==> src/rtl/bpd_update_arbiter_pkg.sv <==
// Shared types and helpers for the BPD update arbiter.
// Latency: n/a (types, constants and pure functions only).
// Backpressure: n/a.
package bpd_arb_pkg;

  localparam int BPD_ARB_MAX_IN = 8;

  typedef logic [7:0] wait_cnt_t;

  // Index width for n channels; a single channel still needs one bit.
  function automatic int idx_w(input int n);
    return (n > 1) ? $clog2(n) : 1;
  endfunction

  // Lowest-index set bit as a one-hot vector (all-zero when nothing is set).
  function automatic logic [BPD_ARB_MAX_IN-1:0] prio_pick(input logic [BPD_ARB_MAX_IN-1:0] valid);
    logic [BPD_ARB_MAX_IN-1:0] pick;
    pick = '0;
    for (int i = BPD_ARB_MAX_IN - 1; i >= 0; i--) begin
      if (valid[i]) begin
        pick    = '0;
        pick[i] = 1'b1;
      end
    end
    return pick;
  endfunction

endpackage

==> src/rtl/bpd_update_arbiter_if.sv <==
// Request/response bundle between update sources, the arbiter and the BPD port.
// Latency: n/a (wiring only).
// Backpressure: valid/ready on both the per-channel input side and the output side.
interface bpd_update_arbiter_if #(
  parameter int N_IN      = 2,
  parameter int PAYLOAD_W = 512
);
  import bpd_arb_pkg::*;

  localparam int IDX_W = idx_w(N_IN);

  logic [N_IN-1:0]           io_in_valid;
  logic [N_IN-1:0]           io_in_ready;
  logic [N_IN*PAYLOAD_W-1:0] io_in_bits;
  logic                      io_out_valid;
  logic                      io_out_ready;
  logic [PAYLOAD_W-1:0]      io_out_bits;
  logic [IDX_W-1:0]          io_out_chosen;
  logic                      io_out_starved;

  // Environment side: update sources plus the downstream BPD port.
  modport master (
    output io_in_valid, io_in_bits, io_out_ready,
    input  io_in_ready, io_out_valid, io_out_bits, io_out_chosen, io_out_starved
  );

  // Arbiter side.
  modport slave (
    input  io_in_valid, io_in_bits, io_out_ready,
    output io_in_ready, io_out_valid, io_out_bits, io_out_chosen, io_out_starved
  );

endinterface

==> src/rtl/bpd_update_arbiter_out_reg.sv <==
// One-entry valid/ready pipeline register (module bpd_arb_out_reg).
// Latency: 1 cycle from input handshake to output valid.
// Backpressure: accepts when empty or draining in the same cycle, so full throughput.
module bpd_arb_out_reg #(
  parameter int W = 8
) (
  input  logic         clock,
  input  logic         reset,
  input  logic         i_vld,
  output logic         o_rdy,
  input  logic [W-1:0] i_dat,
  output logic         o_vld,
  input  logic         i_rdy,
  output logic [W-1:0] o_dat
);

  logic         r_vld;
  logic [W-1:0] r_dat;

  assign o_rdy = ~r_vld | i_rdy;
  assign o_vld = r_vld;
  assign o_dat = r_dat;

  // Load on an input handshake (reload without bubble), empty after a drain, otherwise hold.
  always_ff @(posedge clock or negedge reset) begin
    if (!reset) begin
      r_vld <= 1'b0;
      r_dat <= '0;
    end else if (i_vld && o_rdy) begin
      r_vld <= 1'b1;
      r_dat <= i_dat;
    end else if (i_rdy) begin
      r_vld <= 1'b0;
    end
  end

endmodule

==> src/rtl/bpd_update_arbiter.sv <==
// N-way fixed-priority arbiter for BPD updates with optional aging (BPD_ARB_STARVE_EN).
// Latency: 1 cycle, input handshake at t -> io_out_valid/bits at t+1.
// Backpressure: only the granted channel sees ready, and only when the output register can load.
module bpd_update_arbiter
  import bpd_arb_pkg::*;
#(
  parameter int N_IN       = 2,
  parameter int PAYLOAD_W  = 512,
  parameter int STARVE_MAX = 15
) (
  input  logic                   clock,
  input  logic                   reset,
  bpd_update_arbiter_if.slave    io
);

  localparam int IDX_W = idx_w(N_IN);
  localparam int ENT_W = 1 + IDX_W + PAYLOAD_W;

  if (N_IN < 2 || N_IN > BPD_ARB_MAX_IN || STARVE_MAX < 1 || STARVE_MAX > 255) begin : g_bad_cfg
    $error("bpd_update_arbiter: N_IN must be 2..8 and STARVE_MAX 1..255");
  end

  logic                 w_load;
  logic [N_IN-1:0]      w_promo;
  logic [N_IN-1:0]      w_grant;
  logic                 w_starved;
  logic [N_IN-1:0]      w_hs;
  logic                 w_any_hs;
  logic [IDX_W-1:0]     w_idx;
  logic [PAYLOAD_W-1:0] w_sel;
  logic [ENT_W-1:0]     w_ent_in;
  logic [ENT_W-1:0]     w_ent_out;

`ifdef BPD_ARB_STARVE_EN
  wait_cnt_t r_wait_cnt [N_IN];

  // A waiting channel that has lost STARVE_MAX handshakes jumps ahead of static priority.
  always_comb begin
    w_promo = '0;
    for (int i = 0; i < N_IN; i++) begin
      w_promo[i] = io.io_in_valid[i] && (r_wait_cnt[i] == wait_cnt_t'(STARVE_MAX));
    end
  end

  // Age only on handshakes won by someone else; dropping valid forfeits accumulated wait.
  always_ff @(posedge clock or negedge reset) begin
    if (!reset) begin
      for (int i = 0; i < N_IN; i++) r_wait_cnt[i] <= '0;
    end else begin
      for (int i = 0; i < N_IN; i++) begin
        if (!io.io_in_valid[i] || w_hs[i]) begin
          r_wait_cnt[i] <= '0;
        end else if (w_any_hs && (r_wait_cnt[i] != wait_cnt_t'(STARVE_MAX))) begin
          r_wait_cnt[i] <= r_wait_cnt[i] + 8'd1;
        end
      end
    end
  end
`else
  assign w_promo = '0;
`endif

  // Promoted channels win first (lowest index among them), else plain lowest-index valid.
  always_comb begin
    w_starved = |w_promo;
    if (w_starved) begin
      w_grant = N_IN'(prio_pick(BPD_ARB_MAX_IN'(w_promo)));
    end else begin
      w_grant = N_IN'(prio_pick(BPD_ARB_MAX_IN'(io.io_in_valid)));
    end
  end

  // Encode the one-hot grant and steer the matching payload slice.
  always_comb begin
    w_idx = '0;
    w_sel = '0;
    for (int i = 0; i < N_IN; i++) begin
      if (w_grant[i]) begin
        w_idx = IDX_W'(i);
        w_sel = io.io_in_bits[i*PAYLOAD_W +: PAYLOAD_W];
      end
    end
  end

  // Ready is forced low while reset is held so nothing is accepted into a clearing stage.
  assign io.io_in_ready = w_grant & {N_IN{w_load & reset}};
  assign w_hs           = io.io_in_valid & io.io_in_ready;
  assign w_any_hs       = |w_hs;
  assign w_ent_in       = {w_starved, w_idx, w_sel};

  bpd_arb_out_reg #(
    .W (ENT_W)
  ) u_out_reg (
    .clock (clock),
    .reset (reset),
    .i_vld (w_any_hs),
    .o_rdy (w_load),
    .i_dat (w_ent_in),
    .o_vld (io.io_out_valid),
    .i_rdy (io.io_out_ready),
    .o_dat (w_ent_out)
  );

  assign io.io_out_starved = w_ent_out[ENT_W-1];
  assign io.io_out_chosen  = w_ent_out[PAYLOAD_W +: IDX_W];
  assign io.io_out_bits    = w_ent_out[PAYLOAD_W-1:0];

endmodule

==> src/flat_wrapper.sv <==
// flat-port wrapper written by rule: the top's interface ports become plain ports
module bpd_update_arbiter_flat import bpd_arb_pkg::*;
#(
  parameter int N_IN       = 2,
  parameter int PAYLOAD_W  = 512,
  parameter int STARVE_MAX = 15
)
  (clock, reset, io_io_in_valid, io_io_in_bits, io_io_out_ready, io_io_in_ready, io_io_out_valid, io_io_out_bits, io_io_out_chosen, io_io_out_starved);
  bpd_update_arbiter_if #(.N_IN(N_IN), .PAYLOAD_W(PAYLOAD_W)) io_i ();
  input  logic clock;
  input  logic reset;
  input wire logic [$bits(io_i.io_in_valid)-1:0] io_io_in_valid;
  input wire logic [$bits(io_i.io_in_bits)-1:0] io_io_in_bits;
  input wire logic [$bits(io_i.io_out_ready)-1:0] io_io_out_ready;
  output wire logic [$bits(io_i.io_in_ready)-1:0] io_io_in_ready;
  output wire logic [$bits(io_i.io_out_valid)-1:0] io_io_out_valid;
  output wire logic [$bits(io_i.io_out_bits)-1:0] io_io_out_bits;
  output wire logic [$bits(io_i.io_out_chosen)-1:0] io_io_out_chosen;
  output wire logic [$bits(io_i.io_out_starved)-1:0] io_io_out_starved;
  assign io_i.io_in_valid = io_io_in_valid;
  assign io_i.io_in_bits = io_io_in_bits;
  assign io_i.io_out_ready = io_io_out_ready;
  assign io_io_in_ready = io_i.io_in_ready;
  assign io_io_out_valid = io_i.io_out_valid;
  assign io_io_out_bits = io_i.io_out_bits;
  assign io_io_out_chosen = io_i.io_out_chosen;
  assign io_io_out_starved = io_i.io_out_starved;
  bpd_update_arbiter #(.N_IN(N_IN), .PAYLOAD_W(PAYLOAD_W), .STARVE_MAX(STARVE_MAX)) u_core (.clock(clock), .reset(reset), .io(io_i));
endmodule
==> config.mk <==
export PLATFORM = sky130hd
export DESIGN_NAME = bpd_update_arbiter_flat
export DESIGN_NICKNAME = d
export VERILOG_FILES = /design/src/rtl/bpd_update_arbiter_pkg.sv /design/src/rtl/bpd_update_arbiter_if.sv /design/src/rtl/bpd_update_arbiter_out_reg.sv /design/src/rtl/bpd_update_arbiter.sv /design/src/flat_wrapper.sv
export SDC_FILE = /design/constraint.sdc
export NUM_CORES = 1
export LEC_CHECK = 0
export ABC_AREA = 1
export BUFFER_PORTS_ARGS = -buffer_cell sky130_fd_sc_hd__buf_2
export CAP_MARGIN = 15
export CORE_AREA = 2 2 607 609
export CTS_BUF_LIST = sky130_fd_sc_hd__clkbuf_4
export DETAILED_ROUTE_END_ITERATION = 10
export DIE_AREA = 0 0 609 611
export GPL_TIMING_DRIVEN = 0
export PLACE_DENSITY_LB_ADDON = 0.12
export SYNTH_ARGS = -nofsm -noshare
export SYNTH_HDL_FRONTEND = slang
export SYNTH_SLANG_ARGS = --single-unit
==> constraint.sdc <==
create_clock -name clock -period 2.6 [get_ports clock]
set_input_delay 0.13 -clock clock [delete_from_list [all_inputs] [get_ports clock]]
set_output_delay 0.13 -clock clock [all_outputs]
set_load 0.02 [all_outputs]
==> results of run 1 <==
## per-stage QoR
step	worst slack, ns	utilization, %	hold slack (ns)	instance area (um^2)
after floorplan	1.11	-	-0.166	26400
after global placement	-12.62	11.0	0.422	40200
after detailed placement	-1.37	11.1	0.235	40400
## cells in the mapped netlist (all sizes together)
cell type / instances
buf: 206
clkbuf: 78
dfrtp: 514
nor2: 1
conb: 1
nand3: 515
nand2: 2564
inv: 4
## cells by family after synthesis
kind of cell | count (synthesis)
and+or+nand+nor | 3080
DFF | 514
buffers and inverters | 288
other | 1
==> out/summary.txt, run 1 <==
Stopped at: clock tree synthesis (4_1_cts)
Hpwl dp: 233 mm
Multiplexer area fraction after synthesis: 0%
Synth top area share: 48.7%
H-tree depth: 4
Setup Fix Bufs, Post-CTS: 3
Fraction of the mapped netlist area in compound gates: 0%
Ports: 1,546
Post-Synth Adder-Cell Area: 0%
Clock root buffer master: clkbuf_4
#FFs+latches synth: 514
Sequential area share after synthesis: 48.7%
Clock sinks: 514
Main combinational cell family by area after synthesis: simple AND/OR/NAND/NOR gates
Simple-gate share of the synthesized area: 46.3%
Synthesized Nets: 4,912
GP Congestion: 0.949
Num rows: 222
Horiz. Die Dim: 609 um
Synthesis Warnings: 0
Clock Path Buffers: 4
Starting Density: 7.24%
Syn_area_per_cell: 6.80 um^2
Inst Count DP: 10,300
Cells after Synth: 3,883
Status: did not finish
Top post-synthesis cells by area: dfrtp_1 49%, nand2_1 36%, nand3_1 9.7%, buf_2 3.6%, clkbuf_1 1.1%
Mapped cell area: 0.0264 mm^2
XOR/XNOR Fraction of Synth Area: 0%
Cts hold-fix bufs: 2,115
Die Ht: 611 um
Cts repair resizes: 32
PortBufs: 1,543
Distinct cells, synth: 12
Yosys top cell by area: dfrtp_1
Stop err: [ERROR RSZ-0060] Max buffer count reached.
CTS Buf Count: 187
==> run 2: changes to the inputs <==
Settings changed: CORE_AREA 2 2 607 609 to 2 2 604 606, CTS_BUF_LIST sky130_fd_sc_hd__clkbuf_4 to unset, DIE_AREA 0 0 609 611 to 0 0 606 608, PLACE_DENSITY_LB_ADDON 0.12 to 0.15.
==> out/summary.txt, run 2 <==
Status: complete, no violations
Yosys top cell by area: dfrtp_1
CP Cell Sequence: nand2_2 -> nand3_2 -> buf_4 -> buf_2 -> buf_2 -> nand3_1 -> nand2_1
Worst path arrival time: 3.14 ns
Largest net degree at the start of global routing: 97
Post-Place Worst Slack: -2.37 ns
PortBufs: 1,543
H-tree depth: 3
Crit end category: register
Number of synthesized flops with an enable pin: 0
#FFs+latches synth: 514
Via/cell ratio: 3.25
GRT overflow: 0
Syn_area_per_cell: 6.80 um^2
CP peak stage delay: 0.56 ns
Cells after Synth: 3,883
All-Layer GR Usage: 14.8%
GP Congestion: 0.928
Max Slew Vio Count: 0
CP dominant cell by count: buf_2
Ports: 1,546
Area added between synthesis and finish: 104%
Top FF cell, synth: dfrtp_1
CTS tree: built
Num rows: 221
Die Footprint: 0.368 mm^2
Lkg Pwr: 28.9 nW
Fmax: 410 MHz
Clock Skew: 0.0471 ns
Final core utilization: 14.9%
Top post-synthesis cells by area: dfrtp_1 49%, nand2_1 36%, nand3_1 9.7%, buf_2 3.6%, clkbuf_1 1.1%
Mapped cell area: 0.0264 mm^2
Sequential area share after synthesis: 48.7%
Hold Path Origin: io_io_in_bits[538]
Highest-delay cell along the critical path: buf_2
Flop-to-flop setup slack: 0.16 ns
Final setup viols: 0
WS Path Type: reg2reg
Pre-antenna DRT Iters: 5
Async S/R FF share, synth: 100%
Critical R2R Launch: u_core.u_out_reg.o_vld
Initial antenna violation count: 69
Maximum vdd ir drop: 0.000404 V
Most frequent cells in the layout: 2,562 x nand2_1, 1,726 x buf_2, 1,009 x dlygate4sd3_1, 514 x dfrtp_1, 513 x nand3_1
Synthesized Nets: 4,912
CP required: 3.31 ns
Number of max-cap violations: 0
Routed Wire Length: 281 mm
CORE AREA: 0.362 mm^2
Met2 Use GR: 25.6%
Fin worst setup slack: 0.162 ns
Top-count cell post-synth: nand2_1
Horiz. Die Dim: 606 um
Critical Path Fanout Max: 10
Clock root buffer master: clkbuf_16
Avg WL per Cell: 24.6 um
Top cells by count, synth: 2,563 x nand2_1, 514 x dfrtp_1, 514 x nand3_1
Pwr/cell area: 636 mW/mm^2
Final hold violation count: 0
Synth top area share: 48.7%
Max FFs per register: 513
Relative slew slack: 31.5%
DRC: 0
Nets: 7,572
Critical path buffer and inverter count: 3
Proportion of layout cells with a drive suffix above 1: 28.8%
Clock Path Buffers: 4
Hold Path Sink: u_core.u_out_reg.o_dat[26]
Worst-margin pin slew: 1.03 ns
Most common cell after layout, fill and taps aside: nand2_1
Die Ht: 608 um
Hpwl dp: 241 mm
Via Count: 37,100
Met3 Usage GRT: 4.23%
Startpoint types: register
Min Hold Slack: 0.0178 ns
Global routing's busiest layer: met2
Register-to-Register Path Depth: 7
Synthesis Warnings: 0
Clock sinks: 514
First-pass GRT wire length: 366 mm
Worst flop-to-flop path endpoint: u_core.u_out_reg.o_dat[423]
Min Clock Period, post-route: 2.44 ns
Distinct cells, synth: 12
Worst-path clk slew: 0.06 ns
Min-delay worst type: in2reg
Worst-Skew Late Latency: 0.81 ns
Fillers: 42,000
Violation count after the first detailed-route iteration: 2,213
Vias in the first global route: 39,100
Tcrit/Tclk final: 93.8%
Grt met1 use: 17.9%
Worst hold path depth: 5
CTS Buf Count: 84
Starting Density: 7.30%
Remaining antenna violation count after routing: 0
CP top delay family: buffers and inverters
==> run 2: cell counts after synthesis <==
Identical to the previous run, type by type.
==> run 2: cell type report <==
cell class	count	area [um^2]	share of cell area, %
Tap cell	4794	6000	11.1
Timing Repair Buffer	2575	18400	34.2
Clock inverter	32	482	0.895
Sequential cell	514	12900	23.9
Antenna cell	20	50.0	0.0930
Clock buffer	116	2380	4.43
Inverter	4	15.0	0.0279
Buffer	283	1350	2.50
Multi-Input combinational cell	3081	12300	22.8
==> run 2: how the worst max path moves through the flow <==
stage                                      start                     endpoint  cells past startpoint
after CTS                      io_io_in_valid[0]  u_core.u_out_reg.o_dat[370]                      9
after global routing      u_core.u_out_reg.o_vld  u_core.u_out_reg.o_dat[418]                      7
after global placement                     reset  u_core.u_out_reg.o_dat[276]                      7
final                     u_core.u_out_reg.o_vld  u_core.u_out_reg.o_dat[423]                      7
after detailed placement                   reset  u_core.u_out_reg.o_dat[276]                      9
after floorplan           u_core.u_out_reg.o_vld            io_io_in_ready[0]                      5
==> run 2: logic make-up after synthesis <==
group	share of synthesized area (%)
other	0.0142
AND/OR/NAND/NOR	46.3
flip-flops	48.7
buffers and inverters	5.02
==> run 2: repair_timing <==
action / CTS / global route
setup endpoints to repair: 514 / 28
buffers inserted: 1 / 3
cloned: 2 / 0
endpoints found under the hold margin: 756 / 0
hold buffers: 1018 / 0
pin swaps: 1 / 1
resized for setup: 19 / 7
==> run 2: worst register-to-register path, cell delays in order (launching register included) <==
cell	delay, ns
dfrtp_1	0.36
nand2_2	0.13
nand3_2	0.16
buf_4	0.34
buf_2	0.56
buf_2	0.55
nand3_1	0.18
nand2_1	0.09
==> run 2: metrics by stage <==
step	total power [mW]	area, um^2	std cells	setup TNS (ns)
after global routing	36.2	53800	11400	-0.00199
after detailed placement	20.9	40400	10200	-764.38
after global placement	20.9	40100	10200	-
after floorplan	14.5	26400	3883	0
after CTS	35.3	53700	11400	0
final	34.2	53800	11400	0
==> run 2: report_power, final <==
group	internal [mW]	switching, mW	total (mW)
logic	3.96	7.63	11.6
clock network	7.48	4.83	12.3
registers	9.41	0.892	10.3
total	20.9	13.4	34.2
==> run 2: metal layers <==
metal	vias to the layer above	routed length [um]
met4	20	5760
met2	1300	137000
li1	17400	-
met3	246	20800
met1	18200	118000
met5	-	126
Power figures use the tool's default switching activity.
==> run 3: changes to the inputs <==
Settings changed: CELL_PAD_IN_SITES_DETAIL_PLACEMENT set to 1, CELL_PAD_IN_SITES_GLOBAL_PLACEMENT set to 1.
Clock period 2.6 ns to 2.8 ns, I/O delays scaled along.
==> out/summary.txt, run 3 (same netlist as run 2, synthesis figures left out) <==
Placed cell area: 0.0404 mm^2
Min Clock Period, post-route: 2.56 ns
PortBufs: 1,543
Ports: 1,546
Proportion of layout cells with a drive suffix above 1: 28.6%
GRT overflow: 0
Nets: 7,588
Final core utilization: 14.9%
DRC: 0
CP required: 2.66 ns
Relative slew slack: 29.2%
Clock Skew: 0.0435 ns
Most frequent cells in the layout: 2,563 x nand2_1, 1,727 x buf_2, 1,028 x dlygate4sd3_1, 514 x nand3_1, 514 x dfrtp_1
Setup TNS: 0 ns
WS Path Type: reg2out
Lkg Pwr: 29.0 nW
Crit end category: output port
CORE AREA: 0.362 mm^2
Tcrit/Tclk final: 91.4%
Violation count after the first detailed-route iteration: 1,742
Number of max-cap violations: 0
Final hold violation count: 0
Initial antenna violation count: 110
Maximum vdd ir drop: 0.000357 V
GP Congestion: 0.893
Clock root buffer master: clkbuf_16
CP Cell Sequence: nand2_1 -> nand3_1 -> buf_6 -> clkbuf_2 -> inv_1 -> buf_2
Worst-Skew Late Latency: 0.82 ns
Worst path arrival time: 2.42 ns
Remaining antenna violation count after routing: 0
Worst-path clk slew: 0.06 ns
Post-Place Worst Slack: -0.721 ns
All-Layer GR Usage: 14.8%
Final setup viols: 0
Vias in the first global route: 40,700
Via Count: 37,000
First-pass GRT wire length: 371 mm
Routed Wire Length: 281 mm
Min Hold Slack: 0.165 ns
Fmax: 391 MHz
Final Cell Area: 0.0539 mm^2
Avg WL per Cell: 24.5 um
Starting Density: 7.30%
Post-route insts no fill: 11,400
Most common cell after layout, fill and taps aside: nand2_1
Unrepaired setup endpoints after global routing: no
Area added between synthesis and finish: 104%
Pre-antenna DRT Iters: 5
Worst-margin pin slew: 1.06 ns
Clock sinks: 514
Inst Count DP: 10,200
Num rows: 221
Largest net degree at the start of global routing: 98
Horiz. Die Dim: 606 um
Max FFs per register: 513
Fillers: 43,900
Pwr/cell area: 595 mW/mm^2
CP peak stage delay: 0.34 ns
H-tree depth: 3
Critical Path Fanout Max: 10
Die Footprint: 0.368 mm^2
Status: complete, no violations
Startpoint types: register
Min-delay worst type: in2reg
Total power: 32.1 mW
Fin worst setup slack: 0.239 ns
Highest-delay cell along the critical path: dfrtp_1
Max Slew Vio Count: 0
Die Ht: 608 um
Via/cell ratio: 3.23
CTS Buf Count: 85
Clock Path Buffers: 4
CTS tree: built
Hpwl dp: 240 mm
## run 3: final timing paths
| check | slack (ns) | cells after the start | startpoint | endpoint |
|---|---|---|---|---|
| min reg2reg | 0.50 | 2 | u_core.u_out_reg.o_dat[357] | u_core.u_out_reg.o_dat[357] |
| min | 0.17 | 6 | io_io_in_bits[367] | u_core.u_out_reg.o_dat[367] |
| max reg2reg | 0.29 | 7 | u_core.u_out_reg.o_vld | u_core.u_out_reg.o_dat[198] |
| max in group asynchronous | 0.67 | 10 | reset | u_core.u_out_reg.o_dat[220] |
| max | 0.24 | 6 | u_core.u_out_reg.o_vld | io_io_in_ready[1] |
| min in group asynchronous | 0.61 | 9 | reset | u_core.u_out_reg.o_dat[395] |
## run 3: timing repair
action                     in CTS  in global routing
buffers inserted                0                  0
pin swaps                       0                  0
hold endpoints to repair      722                  0
setup endpoints to repair     258                  1
hold buffers                 1037                  0
resized for setup               8                  1
## run 3: worst max-delay path: cells and delay by family, from the launching register on
| family | cells | cell delay (ns) |
|---|---|---|
| buf+inv | 4 | 0.89 |
| flops | 1 | 0.34 |
| simple gates | 2 | 0.40 |
## run 3: layer usage
layer / share of wire, % / wire length (um) / vias to the layer above / global-route usage [%]
met4: 1.9 / 5220 / 26 / 2.89
met5: 0.061 / 172 / - / 0
met2: 50 / 140000 / 1069 / 26.4
met3: 7.7 / 21600 / 268 / 4.81
met1: 41 / 114000 / 18200 / 17.2
li1: - / - / 17400 / -
## run 3: final cells by class
cell class / count / area [um^2] / share of cell area [%]
Sequential cell: 514 / 12900 / 23.9
Timing Repair Buffer: 2590 / 18500 / 34.3
Tap cell: 4794 / 6000 / 11.1
Multi-Input combinational cell: 3081 / 12200 / 22.7
Inverter: 4 / 15.0 / 0.0279
Antenna cell: 31 / 77.6 / 0.144
Clock buffer: 121 / 2430 / 4.51
Clock inverter: 27 / 462 / 0.856
Buffer: 283 / 1330 / 2.46
## run 3: where the power goes
group / total, mW / internal, mW / switching (mW)
Sequential: 9.61 / 8.74 / 0.868
Clock: 11.6 / 7.04 / 4.55
Combinational: 10.9 / 3.70 / 7.16
Total: 32.1 / 19.5 / 12.6
